==> src/rtl/mealy_pkg.sv <==
// Shared types and defaults for the Mealy detector core and its run sequencer.
package mealy_pkg;

    localparam int PAT_W_DEF = 8;
    localparam int CNT_W_DEF = 4;
    localparam int LEN_W     = 4;

    typedef enum logic [2:0] {
        DET_A = 3'b000,
        DET_B = 3'b001,
        DET_D = 3'b010,
        DET_C = 3'b011,
        DET_E = 3'b100
    } det_state_t;

    typedef enum logic [1:0] {
        IDLE,
        CLR,
        RUN,
        DONE
    } ctrl_state_t;

    // Requested lengths beyond the pattern register are cut to its width.
    function automatic logic [LEN_W-1:0] clamp_len(input logic [LEN_W-1:0] len_req,
                                                   input int max_len);
        if (int'(len_req) > max_len)
            return LEN_W'(max_len);
        else
            return len_req;
    endfunction

endpackage

==> src/rtl/mealy_fsm_core.sv <==
// Five-state serial Mealy detector; z1 is combinational from the state and x1.
module mealy_fsm_core
    import mealy_pkg::*;
(
    input  logic       clk,
    input  logic       rst_n,
    input  logic       x1,
    output logic       z1,
    output logic [2:0] y
);

    det_state_t state;
    det_state_t state_next;

    always_ff @(posedge clk) begin
        if (!rst_n)
            state <= DET_A;
        else
            state <= state_next;
    end

    // C, E and any unused encoding fall back to A.
    always_comb begin
        state_next = DET_A;
        case (state)
            DET_A:   state_next = x1 ? DET_D : DET_B;
            DET_B:   state_next = x1 ? DET_E : DET_C;
            DET_D:   state_next = x1 ? DET_C : DET_E;
            default: state_next = DET_A;
        endcase
    end

    assign z1 = ((state == DET_E) && !x1) || ((state == DET_C) && x1);
    assign y  = state;

endmodule

==> src/rtl/mealy_seq_ctrl.sv <==
// Start/done sequencer: clears the detector, shifts a stored pattern in LSB first
// and records which bits produced z1=1.
module mealy_seq_ctrl
    import mealy_pkg::*;
#(
    parameter int PAT_W = PAT_W_DEF,
    parameter int CNT_W = CNT_W_DEF
) (
    input  logic             clk,
    input  logic             rst_n,
    input  logic             load,
    input  logic [PAT_W-1:0] load_data,
    input  logic [3:0]       load_len,
    input  logic             start,
    output logic             busy,
    output logic             done,
    output logic [CNT_W-1:0] match_cnt,
    output logic [PAT_W-1:0] match_vec,
    output logic [2:0]       state_dbg
);

    localparam int IDX_W = (PAT_W > 1) ? $clog2(PAT_W) : 1;

    ctrl_state_t      state;
    ctrl_state_t      state_next;
    logic [PAT_W-1:0] pattern;
    logic [LEN_W-1:0] len;
    logic [IDX_W-1:0] idx;
    logic             x1;
    logic             z1;
    logic             core_rst_n;
    logic             last_bit;

    assign last_bit   = (LEN_W'(idx) == (len - LEN_W'(1)));
    assign x1         = (state == RUN) ? pattern[idx] : 1'b0;
    assign core_rst_n = rst_n && (state != CLR);
    assign busy       = (state == CLR) || (state == RUN);
    assign done       = (state == DONE);

    mealy_fsm_core u_core (
        .clk   (clk),
        .rst_n (core_rst_n),
        .x1    (x1),
        .z1    (z1),
        .y     (state_dbg)
    );

    always_ff @(posedge clk) begin
        if (!rst_n)
            state <= IDLE;
        else
            state <= state_next;
    end

    // load has priority over start when both arrive in the same idle cycle.
    always_comb begin
        state_next = state;
        case (state)
            IDLE: begin
                if (!load && start)
                    state_next = CLR;
            end
            CLR:     state_next = (len != '0) ? RUN : DONE;
            RUN: begin
                if (last_bit)
                    state_next = DONE;
            end
            DONE:    state_next = IDLE;
            default: state_next = IDLE;
        endcase
    end

    always_ff @(posedge clk) begin
        if (!rst_n) begin
            pattern   <= '0;
            len       <= '0;
            idx       <= '0;
            match_cnt <= '0;
            match_vec <= '0;
        end else begin
            case (state)
                IDLE: begin
                    if (load) begin
                        pattern <= load_data;
                        len     <= clamp_len(load_len, PAT_W);
                    end
                end
                CLR: begin
                    idx       <= '0;
                    match_cnt <= '0;
                    match_vec <= '0;
                end
                RUN: begin
                    idx <= idx + IDX_W'(1);
                    if (z1) begin
                        match_vec[idx] <= 1'b1;
                        if (match_cnt != '1)
                            match_cnt <= match_cnt + CNT_W'(1);
                    end
                end
                default: ;
            endcase
        end
    end

endmodule

==> config.mk <==
export PLATFORM = sky130hd
export DESIGN_NAME = mealy_seq_ctrl
export DESIGN_NICKNAME = d
export VERILOG_FILES = /design/src/rtl/mealy_pkg.sv /design/src/rtl/mealy_fsm_core.sv /design/src/rtl/mealy_seq_ctrl.sv
export SDC_FILE = /design/constraint.sdc
export NUM_CORES = 1
export LEC_CHECK = 0
export CAP_MARGIN = 0
export CELL_PAD_IN_SITES_DETAIL_PLACEMENT = 1
export CELL_PAD_IN_SITES_GLOBAL_PLACEMENT = 2
export CORE_ASPECT_RATIO = 0.5
export CORE_MARGIN = 5
export CORE_UTILIZATION = 30
export DETAILED_ROUTE_END_ITERATION = 6
export PLACE_DENSITY = 0.87
export SLEW_MARGIN = 20
export SYNTH_ARGS = -nofsm -noshare
export SYNTH_HDL_FRONTEND = slang
export SYNTH_SLANG_ARGS = --single-unit
==> constraint.sdc <==
create_clock -name clk -period 2.5 [get_ports clk]
set_input_delay 0.375 -clock clk [delete_from_list [all_inputs] [get_ports clk]]
set_output_delay 0.375 -clock clk [all_outputs]
set_load 0.005 [all_outputs]
==> results.cfg <==
[synth]
synth_fa_ha_area_share_pct = 6.21
postSynthNetCount = 213
ys_warn_count = 0
yosysTopAreaCell = dfxtp_1
synth_compound_area_share_pct = 18.0
synthXorXnorAreaFrac_pct = 1.63
synth_area_leaders = dfxtp_1, a21oi_1, nand2_1
yosys.area.top_type_share_pct = 39.7
synthMuxAreaShare_pct = 6.67
synth-simple-area-share_pct = 22.5
ys_seq_area_share_pct = 39.7
synthCells = 189
synth.avg_cell_area_um2 = 8.53
ys_ff_latch = 32
synth_top_family_by_area = simple AND/OR/NAND/NOR gates
yosysUniqueCellTypes = 45
synth_area_um2 = 1610

[job]
maxCapViolations = 0

[timing]
setup-tns-final_ns = 0
final.setup.worst_slack_ns = 0.173
fmax_mhz = 430
fin_crit_sh_pct = 93.1
slew_violations = 0
finalHoldViolCount = 0
worst_hold_slack_ns = 0.458
grt_setup_unrepaired = no
slew-limit-headroom_pct = 72.3
skew_ns = 0.0109
tightest_slew_ns = 0.408
finalSetupViolCount = 0
period_needed_ns = 2.33

[clock_network]
post-cts-setup-buffer-count = 0
cts_hold_buf = 0
cts_made_buffers = 5
cts_tree = built
cts_buffer_depth = 2
cts_sinks = 32
path_clk_slew_ns = 0.07
ctsHtreeMaxLevel = 2
post_cts_resized = 0
cts_root_buf = clkbuf_8
clock_latency_ns = 0.28

[route]
vias = 1464
wire_per_inst_um = 15.0
dr.pass1.iters = 4
drt_iter0_drc = 28
antenna_left = 0
wl_um = 4430
via_per_inst = 4.96
drc_errors = 0

[placed_design]
place_hpwl_um = 3340
dpl_worst_slack_ns = 0.193
placed_cells = 287
placed_area_um2 = 2010
io_buffers = 32
gp_congestion = 0.758

[run_status]
outcome = finished, final reports clean

[global_routing]
grt_pass1_wl_um = 7610
grt_max_degree = 21
grt_usage_pct = 13.8
grt_pass1_vias = 1585
gr-total-overflow = 0
antenna_found_initial = 0

[critical_path]
cp-end-kind = register
critical_path_arrival_ns = 2.55
crit_required_ns = 2.72
critPathLaunch = state[1]
crit_fanout = 7
startpoint_type = register
path_class = register to register
r2r_start = state[1]

[layout]
layout-drive-gt1-share_pct = 10.7
fin_area_um2 = 2100
layout.nets = 248
synthToLayoutAreaGrowth_pct = 30.5
instances_no_fill = 295
layout_common_cells = dfxtp_1, clkdlybuf4s50_1, nand2_1
diodes = 0

[power]
p_leak_nw = 0.771
pwr-share-comb_pct = 39.2
power.density_nw_per_um2 = 828
intPower_mw = 1.10
power_frac_seq_pct = 36.9
clock_power_share_pct = 23.9
switching_power_mw = 0.641
switching_share_pct = 36.8
peakVddDrop_uv = 280

[floorplan]
start_util_pct = 31.8
dieArea_um2 = 7030
die_width_um = 114
pin_count = 33
die_y_um = 61.8
rows = 18
core_region_area_um2 = 5070

[worst_hold_path]
min_from = pattern[6]
hold_class = register to register
## cell type report
cell class                 count  area, um2
clock buffer                   8       90.1
multi-input combinational    137        887
tap                           70       87.6
fill                         607       2960
sequential                    32        641
timing repair buffer          37        358
inverter                      11       41.3
## through the flow
stage                     utilization, %  power (mW)
final                               41.5        1.74
after global routing                41.5        1.88
after CTS                           41.5        1.76
after detailed placement            39.8        1.34
after global placement              39.8        1.31
after floorplan                        -        1.10
## worst paths after layout
| path | to | slack, ns | depth (start not counted) |
|---|---|---|---|
| max | match_cnt[3] | 0.17 | 8 |
| min reg2reg | pattern[6] | 0.46 | 2 |
| max reg2reg | match_cnt[3] | 0.17 | 8 |
| min | pattern[6] | 0.46 | 2 |
## cell usage after synthesis, drive strengths merged
cell / instances
o31ai: 2
or2b: 1
xnor2: 3
a32o: 4
nor3b: 1
nor3: 4
a21o: 1
nand2: 29
and3: 1
inv: 11
a21oi: 22
nand3b: 4
o22ai: 1
nor2: 10
o21ai: 4
nand4: 3
a311oi: 1
nand2b: 3
o32a: 1
and4b: 1
nand3: 5
o21bai: 1
a221oi: 1
a31o: 1
o31a: 1
and2: 4
dfxtp: 32
and4: 2
mux2: 3
nor4: 2
mux2i: 7
clkbuf: 6
a31oi: 1
nor2b: 1
ha: 8
or3: 1
buf: 3
o211ai: 3
## kinds of logic after synthesis
group           after synthesis
simple gates                 72
compound gates               44
flops                        32
buf+inv                      20
mux                          10
fa+ha+maj                     8
xor+xnor                      3
## critical path, stage by stage (launching register included)
cell and delay, ns:
dfxtp_1 0.39, inv_1 0.11, ha_1 0.41, inv_1 0.13, nor4_1 0.44, nand3_1 0.12, mux2_2 0.31, o31a_1 0.29
o21ai_0 0.06
## sequential cells by signal, summed over array words and instances, names as in the netlist
signal,count
idx,3
pattern,8
match_vec,8
state,2
len,4
u_core.y,3
match_cnt,4
## layer usage
metal / track usage [%] / vias to the layer above / part of all wire, %
met1: 17.6 / 698 / 51
met2: 23.4 / 26 / 45
li1: - / 736 / -
met3: 3.38 / 4 / 3.2
met5: 0 / - / 0
met4: 5.14 / 0 / 0.81
## power by group through the flow
stage | clock network, mW | registers (mW) | logic, mW
2_1_floorplan | 0 | 0.638 | 0.462
3_3_place_gp | 0 | 0.649 | 0.661
3_5_place_dp | 0 | 0.656 | 0.686
4_1_cts | 0.428 | 0.645 | 0.689
5_1_grt | 0.450 | 0.657 | 0.775
6_report | 0.416 | 0.643 | 0.684
No activity file was read; power rests on OpenSTA's default activity.
